`config.mk`:
```
export PLATFORM = sky130hd
export DESIGN_NAME = ble_cmd_rx
export DESIGN_NICKNAME = d
export VERILOG_FILES = /design/src/rtl/bb8_pkg.sv /design/src/rtl/uart_rx_byte.sv /design/src/rtl/ble_cmd_rx.sv
export SDC_FILE = /design/constraint.sdc
export NUM_CORES = 1
export LEC_CHECK = 0
export ABC_AREA = 0
export CAP_MARGIN = 10
export CORE_MARGIN = 2
export CORE_UTILIZATION = 32
export DETAILED_ROUTE_END_ITERATION = 6
export DONT_BUFFER_PORTS = 1
export PLACE_DENSITY = 0.48
export SKIP_CTS_REPAIR_TIMING = 1
export SLEW_MARGIN = 20
export SYNTH_ARGS = -nofsm -noshare
export SYNTH_HDL_FRONTEND = slang
export SYNTH_SLANG_ARGS = --single-unit
```
`constraint.sdc`:
```
create_clock -name clock -period 10.2 [get_ports clock]
set_clock_uncertainty 0.15 [all_clocks]
set_input_delay 1.53 -clock clock [delete_from_list [all_inputs] [get_ports clock]]
set_output_delay 1.53 -clock clock [all_outputs]
set_load 0.01 [all_outputs]
```
`src/rtl/bb8_pkg.sv`:
```
// rtl/bb8_pkg.sv - shared types and constants for the BLE command path
// Holds the gain type, frame constants, FSM state enums and the frame acceptance rule.
package bb8_pkg;

  typedef logic signed [8:0] gain_t;

  localparam logic [7:0] SYNC_BYTE = 8'hA5;

  typedef enum logic [3:0] {
    CMD_PITCH_KP = 4'd0,
    CMD_PITCH_KI = 4'd1,
    CMD_PITCH_KD = 4'd2,
    CMD_YAW_KP   = 4'd3,
    CMD_YAW_KI   = 4'd4,
    CMD_YAW_KD   = 4'd5,
    CMD_SET_PITCH = 4'd6,
    CMD_SET_YAW  = 4'd7,
    CMD_RUN_EN   = 4'd8
  } cmd_id_t;

  typedef enum logic [2:0] {
    PS_SYNC,
    PS_ID,
    PS_HI,
    PS_LO,
    PS_CHK
  } parser_state_t;

  typedef enum logic [2:0] {
    RX_IDLE,
    RX_START,
    RX_DATA,
    RX_STOP,
    RX_WAIT_HIGH
  } rx_state_t;

  // run_en frames carry a plain bit, so their HI byte must be exactly zero.
  function automatic logic frame_accept(input logic [7:0] id, input logic [7:0] hi,
                                        input logic [7:0] lo, input logic [7:0] chk);
    logic hi_ok;
    if (id > {4'h0, CMD_RUN_EN}) return 1'b0;
    hi_ok = (id == {4'h0, CMD_RUN_EN}) ? (hi == 8'h00) : (hi[7:1] == {7{hi[0]}});
    return hi_ok && (chk == (id ^ hi ^ lo));
  endfunction

endpackage

```
`src/rtl/uart_rx_byte.sv`:
```
// rtl/uart_rx_byte.sv - 8N1 UART byte receiver with start-bit glitch rejection
// Samples mid-bit; a low stop bit reports a framing error and waits for the line to idle.
module uart_rx_byte
  import bb8_pkg::*;
#(
  parameter int CLKS_PER_BIT = 10417
) (
  input  logic       clock,
  input  logic       reset_n,
  input  logic       uart_rx,
  output logic       byte_valid,
  output logic [7:0] byte_data,
  output logic       byte_ferr
);

  localparam int CW = $clog2(CLKS_PER_BIT);
  localparam logic [CW-1:0] BIT_LAST  = CW'(CLKS_PER_BIT - 1);
  localparam logic [CW-1:0] HALF_LAST = CW'(CLKS_PER_BIT / 2 - 1);

  logic            meta_q, sync_q;
  rx_state_t       state_q, state_d;
  logic [CW-1:0]   cnt_q, cnt_d;
  logic [2:0]      idx_q, idx_d;
  logic [7:0]      shift_q, shift_d;
  logic [7:0]      data_q, data_d;
  logic            valid_q, valid_d;
  logic            ferr_q, ferr_d;

  always_ff @(posedge clock) begin
    if (!reset_n) begin
      meta_q  <= 1'b1;
      sync_q  <= 1'b1;
      state_q <= RX_IDLE;
      cnt_q   <= '0;
      idx_q   <= '0;
      shift_q <= '0;
      data_q  <= '0;
      valid_q <= 1'b0;
      ferr_q  <= 1'b0;
    end else begin
      meta_q  <= uart_rx;
      sync_q  <= meta_q;
      state_q <= state_d;
      cnt_q   <= cnt_d;
      idx_q   <= idx_d;
      shift_q <= shift_d;
      data_q  <= data_d;
      valid_q <= valid_d;
      ferr_q  <= ferr_d;
    end
  end

  always_comb begin
    state_d = state_q;
    cnt_d   = cnt_q;
    idx_d   = idx_q;
    shift_d = shift_q;
    data_d  = data_q;
    valid_d = 1'b0;
    ferr_d  = 1'b0;
    case (state_q)
      RX_IDLE: begin
        cnt_d = '0;
        if (!sync_q) state_d = RX_START;
      end
      RX_START: begin
        if (cnt_q == HALF_LAST) begin
          cnt_d   = '0;
          idx_d   = '0;
          state_d = sync_q ? RX_IDLE : RX_DATA;
        end else begin
          cnt_d = cnt_q + 1'b1;
        end
      end
      RX_DATA: begin
        if (cnt_q == BIT_LAST) begin
          cnt_d   = '0;
          shift_d = {sync_q, shift_q[7:1]};
          if (idx_q == 3'd7) state_d = RX_STOP;
          else               idx_d   = idx_q + 1'b1;
        end else begin
          cnt_d = cnt_q + 1'b1;
        end
      end
      RX_STOP: begin
        if (cnt_q == BIT_LAST) begin
          cnt_d = '0;
          if (sync_q) begin
            valid_d = 1'b1;
            data_d  = shift_q;
            state_d = RX_IDLE;
          end else begin
            ferr_d  = 1'b1;
            state_d = RX_WAIT_HIGH;
          end
        end else begin
          cnt_d = cnt_q + 1'b1;
        end
      end
      RX_WAIT_HIGH: begin
        if (sync_q) state_d = RX_IDLE;
      end
      default: state_d = RX_IDLE;
    endcase
  end

  assign byte_valid = valid_q;
  assign byte_data  = data_q;
  assign byte_ferr  = ferr_q;

endmodule

```
`src/rtl/ble_cmd_rx.sv`:
```
// rtl/ble_cmd_rx.sv - BLE UART command frame decoder driving PID gains, setpoints and run_en
// Frames are A5 ID HI LO CHK; an inter-byte idle timeout aborts a partial frame.
module ble_cmd_rx
  import bb8_pkg::*;
#(
  parameter int CLK_HZ       = 100_000_000,
  parameter int BAUD         = 9600,
  parameter int TIMEOUT_CLKS = 2_000_000
) (
  input  logic  clock,
  input  logic  reset_n,
  input  logic  uart_rx,
  output gain_t pitch_kP,
  output gain_t pitch_kI,
  output gain_t pitch_kD,
  output gain_t yaw_kP,
  output gain_t yaw_kI,
  output gain_t yaw_kD,
  output gain_t set_pitch,
  output gain_t set_yaw,
  output logic  run_en,
  output logic  frame_ok,
  output logic  frame_err
);

  localparam int CLKS_PER_BIT = (CLK_HZ + BAUD / 2) / BAUD;
  localparam int TW = $clog2(TIMEOUT_CLKS + 1);
  localparam logic [TW-1:0] TMO_LAST = TW'(TIMEOUT_CLKS - 1);

  logic       byte_valid, byte_ferr;
  logic [7:0] byte_data;

  uart_rx_byte #(.CLKS_PER_BIT(CLKS_PER_BIT)) u_rx (
    .clock      (clock),
    .reset_n    (reset_n),
    .uart_rx    (uart_rx),
    .byte_valid (byte_valid),
    .byte_data  (byte_data),
    .byte_ferr  (byte_ferr)
  );

  parser_state_t state_q, state_d;
  logic [7:0]    id_q, id_d, hi_q, hi_d, lo_q, lo_d;
  logic [TW-1:0] tmo_q, tmo_d;
  logic          ok_q, ok_d, err_q, err_d;
  logic          wr_en;
  gain_t         gain_q [0:7];
  logic          run_en_q;
  gain_t         value;

  assign value = $signed({hi_q[0], lo_q});

  always_ff @(posedge clock) begin
    if (!reset_n) begin
      state_q  <= PS_SYNC;
      id_q     <= '0;
      hi_q     <= '0;
      lo_q     <= '0;
      tmo_q    <= '0;
      ok_q     <= 1'b0;
      err_q    <= 1'b0;
      run_en_q <= 1'b0;
      for (int i = 0; i < 8; i++) gain_q[i] <= '0;
    end else begin
      state_q <= state_d;
      id_q    <= id_d;
      hi_q    <= hi_d;
      lo_q    <= lo_d;
      tmo_q   <= tmo_d;
      ok_q    <= ok_d;
      err_q   <= err_d;
      // Only accepted frames reach here, so id_q[3] set means the run_en ID.
      if (wr_en) begin
        if (id_q[3]) run_en_q <= lo_q[0];
        else         gain_q[id_q[2:0]] <= value;
      end
    end
  end

  always_comb begin
    state_d = state_q;
    id_d    = id_q;
    hi_d    = hi_q;
    lo_d    = lo_q;
    tmo_d   = tmo_q;
    ok_d    = 1'b0;
    err_d   = 1'b0;
    wr_en   = 1'b0;
    if (byte_valid) begin
      tmo_d = '0;
      case (state_q)
        PS_SYNC: if (byte_data == SYNC_BYTE) state_d = PS_ID;
        PS_ID: begin
          id_d    = byte_data;
          state_d = PS_HI;
        end
        PS_HI: begin
          hi_d    = byte_data;
          state_d = PS_LO;
        end
        PS_LO: begin
          lo_d    = byte_data;
          state_d = PS_CHK;
        end
        PS_CHK: begin
          state_d = PS_SYNC;
          if (frame_accept(id_q, hi_q, lo_q, byte_data)) begin
            ok_d  = 1'b1;
            wr_en = 1'b1;
          end else begin
            err_d = 1'b1;
          end
        end
        default: state_d = PS_SYNC;
      endcase
    end else if (state_q != PS_SYNC) begin
      if (byte_ferr || tmo_q == TMO_LAST) begin
        err_d   = 1'b1;
        state_d = PS_SYNC;
        tmo_d   = '0;
      end else begin
        tmo_d = tmo_q + 1'b1;
      end
    end
  end

  assign pitch_kP  = gain_q[0];
  assign pitch_kI  = gain_q[1];
  assign pitch_kD  = gain_q[2];
  assign yaw_kP    = gain_q[3];
  assign yaw_kI    = gain_q[4];
  assign yaw_kD    = gain_q[5];
  assign set_pitch = gain_q[6];
  assign set_yaw   = gain_q[7];
  assign run_en    = run_en_q;
  assign frame_ok  = ok_q;
  assign frame_err = err_q;

endmodule

```
### Yosys cells after proc, flatten, opt, wreduce, memory -nomap -nowiden

Memories as Yosys holds them, arrays and structs flattened.
Index checks and enable logic that the tools add are counted.

* logic and storage cells: 120
* bits of input ports: 3
* output and inout port bits: 75
* register bits after elaboration: 91
* memories: 1
* memory bits (writable): 72

* equality and inequality tests: 24
* order comparisons: 1
* bitwise gates (word level): 3
* add/subtract/negate cells: 3
* muxes and demuxes: 48
* reduce and logical (&&, ||, !) cells: 23

Memory list
* gain_q: depth 8, width 9, read ports 8, clocked after memory_dff 0, wr ports 8, line ble_cmd_rx.sv:47 `gain_t gain_q [0:7];`

Operators by type and width (count)
* 2-to-1 mux 3 bit: 15
* case mux 14 bit (3 select lines): 1
* 2-to-1 mux 14 bit: 2
* 2-to-1 mux 1 bit: 24
* adder 21 x 1 -> 21 bit (second input constant): 1
* equality test 21 bit (second input constant): 1
* 2-to-1 mux 21 bit: 1
* bitwise XOR 8 bit: 2
* case mux 3 bit (5 select lines): 1
* adder 14 x 1 -> 14 bit (second input constant): 1
* equality test 14 x 13 -> 1 bit (second input constant): 1
* equality test 14 bit (second input constant): 1
* equality test 3 x 2 -> 1 bit (second input constant): 4
* case mux 3 bit (4 select lines): 1
* != test 2 x 1 -> 1 bit (second input constant): 5
* AND reduction 2 bit: 5
* equality test 3 bit (second input constant): 3
* 2-to-1 mux 9 bit: 1
* AND reduction 3 bit: 3
* OR reduction 9 bit: 1
* equality test 8 x 4 -> 1 bit (second input constant): 1
* equality test 8 bit: 1
* equality test 8 bit (second input constant): 1
* greater-than comparator 8 x 4 -> 1 bit (second input constant): 1
* 17 further kinds: 24

### Longest topological paths before layout

* depth after elaboration: 15
* mapped depth: 9
* gate-level depth less buffers: 8

### Cells and area by module

A second synthesis with hierarchy kept.

* cells, all modules: 688
* area, all modules: 7303.3 um^2

By module, submodules not included
* ble_cmd_rx: area each 5456.5 um^2, times used 1, seq. area each 3183.1 um^2, cells an instance 491
* uart_rx_byte: area each 1846.8 um^2, times used 1, seq. area each 800.8 um^2, cells an instance 197

### Least setup slack after synthesis

Ideal clock, no wire load.

* path kind: input-to-reg
* start point: input reset_n
* end point: memory gain_q[4][0] (netlist bit), enable pin
* path slack: 5.893 ns
* setup time: 0.403 ns
* cell stages on the path: 6
* required time: 9.647 ns
* arrival time: 3.754 ns
* cells stage by stage: clkbuf_1 -> nand4_1 -> or3_1 -> nor4_4 -> nand3_1 -> o41ai_1

RTL lines
* start, declared: line ble_cmd_rx.sv:11 `input logic reset_n,`
* end, declared: line ble_cmd_rx.sv:47

==> run_results.csv <==
group,metric,value,unit
sta,drv_slew,0,
global_route,grt_pass1_vias,4569,
worst_setup_path,critPathKind,"register to register",
route,antenna_left,0,
layout,final_area,0.00767,mm²
clock_network,cts_made_buffers,17,
worst_setup_path,cp-startpoint,"id_q[3]",
synthesis,ys_async_sr_fraction,0,%
global_route,grt.total_usage,13.9,%
layout,drive_gt1_share,6.87,%
global_route,antenna_found_initial,1,
clock_network,cts_root_buf,"clkbuf_16",
sta,tns,0,ns
sta,max_freq,237,MHz
route,wl_per_cell,15.7,µm
layout,fin_nets,680,
synthesis,synth_ff_type,"dfxtp_1",
worst_setup_path,worst_path_max_delay_cell,"o31ai_2",
power_and_ir_drop,p_clk_share,47.8,%
clock_network,clkLatencyLatePin,0.42,ns
floorplan,start_util,32.5,%
synthesis,ys_seq_area_share,58.6,%
synthesis,synth.avg_cell_area,10.0,µm²
worst_setup_path,cp.depth,5,
synthesis,synthMostInstantiatedCell,"nor2_1",
worst_setup_path,critPathTopFamily,"simple AND/OR/NAND/NOR gates",
synthesis,synth.area.top_cells,"edfxtp_1 (32%), dfxtp_1 (27%), nor2_1 (7.9%)",
floorplan,core_area,0.0210,mm²
power_and_ir_drop,pwr_density_cell,181,mW/mm²
synthesis,synth_area,0.00680,mm²
min_path,hp-class,"register to register",
run_status,run_status,"finished, final reports clean",
clock_network,htreeDepth,4,
sta,finalHoldViolations,0,
global_route,grt_max_degree,53,
worst_setup_path,path_max_fanout,20,
worst_setup_path,arrival,4.11,ns
clock_network,cts_buffer_depth,2,
placed_design,dp_hpwl,10800,µm
route,first_iter_violations,278,
worst_setup_path,crit_chain,"or4b_1, o21ai_0, mux2i_1, nand4b_1, o31ai_2",
route,vias,4750,
worst_setup_path,reg2reg_from,"id_q[3]",
layout,area_delta_synth_final,12.8,%
worst_setup_path,cp_data_required_time,10.10,ns
clock_network,cts_tree,"done",
route,dr.pass1.iters,4,
global_route,grt_pass1_wl,23900,µm
synthesis,synth-edff-count,72,
route,vias_per_cell,4.95,
synthesis,synth_common_cells,"nor2_1 (143), nand2_1 (99), dfxtp_1 (91)",
sta,rsz0062_at_grt,"no",
worst_setup_path,critPathMaxStageDelay,0.94,ns
sta,tightestPinTransition,1.06,ns
synthesis,synth_cells,678,
power_and_ir_drop,ir_drop,99.1,µV
worst_setup_path,path_buf_inv,0,
placed_design,placed_area,0.00705,mm²
run,max_cap_viol_count,0,
worst_setup_path,critical_path.endpoint,"gain_q[2][1]",
global_route,grt.overflow.total,0,
power_and_ir_drop,comb_power_share,1.0,%
worst_setup_path,crit_path_start_kind,"register",
worst_setup_path,r2r_end,"gain_q[2][1]",
floorplan,die_area,0.0224,mm²
synthesis,synth.largest_area_cell,"edfxtp_1",
placed_design,io_buffers,0,
synthesis,yosys.area.top_type_share,31.8,%
worst_setup_path,reg2reg_slack,5.99,ns
sta,setup_viol,0,
route,drt-total-wl,15100,µm
clock_network,cts.sinks,163,
synthesis,ys_types,49,
placed_design,gp_congestion,0.838,
synthesis,synth_seq_cells,163,
power_and_ir_drop,switchingPower,0.299,mW
floorplan,rows,53,
floorplan,die_width,150,µm
synthesis,synth_warnings,0,
synthesis,synth.net_count,687,
route,drc_errors,0,
floorplan,io_pins,78,
sta,min_period,4.21,ns
power_and_ir_drop,p_int,1.09,mW
min_path,hold_depth,1,
worst_setup_path,r2r_cells,5,
sta,fin_crit_sh,41.3,%
power_and_ir_drop,total_power,1.39,mW
power_and_ir_drop,switching_share,21.5,%
worst_setup_path,crit_path_end_kind,"register",
layout,fillers,2067,
power_and_ir_drop,p_leak,2.45,nW
power_and_ir_drop,pwr-share-seq,51.2,%
floorplan,fp.dieH,150,µm
sta,max_slew_margin,28.9,%
clock_network,clk_pin_slew_worst_paths,0.06,ns
sequential cells by signal (all words and copies together), names as in the netlist, 3 cells and up:
signal and flops:
gain_q 72, u_rx.cnt_q 14, lo_q 8, u_rx.shift_q 8
u_rx.idx_q 3, id_q 8, u_rx.byte_data 8, state_q 3
u_rx.state_q 3, tmo_q 21, hi_q 8
power groups by stage:
| stage | registers (mW) | clock network [mW] | logic [mW] |
|---|---|---|---|
| floorplan | 0.722 | 0 | 0.0111 |
| global placement | 0.726 | 0 | 0.0140 |
| detailed placement | 0.727 | 0 | 0.0146 |
| CTS | 0.712 | 0.683 | 0.0146 |
| global route | 0.713 | 0.711 | 0.0160 |
| finish | 0.712 | 0.664 | 0.0144 |
metrics by stage:
| stage | instances | worst slack, ns | hold slack [ns] | util [%] |
|---|---|---|---|---|
| after floorplan | 678 | 5.89 | 0.236 | - |
| after global placement | 927 | 5.61 | 0.246 | 33.6 |
| after detailed placement | 927 | 5.42 | 0.248 | 33.6 |
| after CTS | 959 | 5.81 | 0.278 | 36.6 |
| after global routing | 959 | 5.70 | 0.310 | 36.6 |
| final | 960 | 5.99 | 0.275 | 36.6 |
cell families after synthesis:
family                   share of synthesized area (%)
flip-flops                                        58.6
AO/OA/AOI/OAI                                     5.39
multiplexers                                      2.65
AND/OR/NAND/NOR                                   23.0
buffers and inverters                             2.46
adder cells (fa/ha/maj)                           1.10
XOR/XNOR                                          6.82
layout by cell type, fill, tap and decap left out, types with 3 or more instances in the layout:
cell type / Yosys / final
o21ai_0: 8 / 6
nor2b_1: 5 / 5
or2_2: 3 / 3
nand2b_1: 5 / 5
dfxtp_1: 91 / 91
xnor2_1: 28 / 28
nor4bb_1: 4 / 4
nor3_1: 10 / 10
inv_1: 8 / 8
nor4_1: 7 / 7
and2_1: 4 / 4
nand2_1: 99 / 99
nand4_1: 10 / 10
inv_6: 0 / 6
a31oi_1: 3 / 3
bufinv_16: 0 / 3
or3_1: 4 / 4
clkbuf_16: 0 / 17
nor3b_1: 4 / 4
and3_1: 8 / 8
xor2_1: 25 / 25
buf_4: 0 / 4
nand3_1: 14 / 14
and4_1: 4 / 4
nor2_1: 143 / 143
ha_1: 6 / 6
edfxtp_1: 72 / 72
a21oi_1: 38 / 38
mux2i_1: 18 / 18
layer usage:
metal | share of wire (%) | up-vias | global-route usage [%]
li1 | - | 2312 | -
met1 | 46 | 2294 | 17.7
met2 | 47 | 127 | 22.3
met3 | 5.0 | 17 | 3.60
met4 | 1.9 | 0 | 6.42
met5 | 0 | - | 0
area by class of cell:
type | instances | area [µm²] | share of cell area (%)
Multi-Input combinational cell | 476 | 2660 | 34.6
Sequential cell | 163 | 3980 | 51.9
Clock inverter | 15 | 193 | 2.51
Tap cell | 275 | 344 | 4.49
Antenna cell | 1 | 2.50 | 0.0326
Timing Repair Buffer | 4 | 30.0 | 0.392
Clock buffer | 17 | 425 | 5.55
Inverter | 9 | 33.8 | 0.440
how the worst min path moves through the flow:
| stage | from | end | slack [ns] |
|---|---|---|---|
| 2_1_floorplan | u_rx.meta_q | u_rx.sync_q | 0.24 |
| 3_3_place_gp | u_rx.meta_q | u_rx.sync_q | 0.25 |
| 3_5_place_dp | u_rx.meta_q | u_rx.sync_q | 0.25 |
| 4_1_cts | u_rx.meta_q | u_rx.sync_q | 0.28 |
| 5_1_grt | u_rx.meta_q | u_rx.sync_q | 0.31 |
| 6_report | u_rx.meta_q | u_rx.sync_q | 0.28 |
No activity file was read; power rests on OpenSTA's default activity.
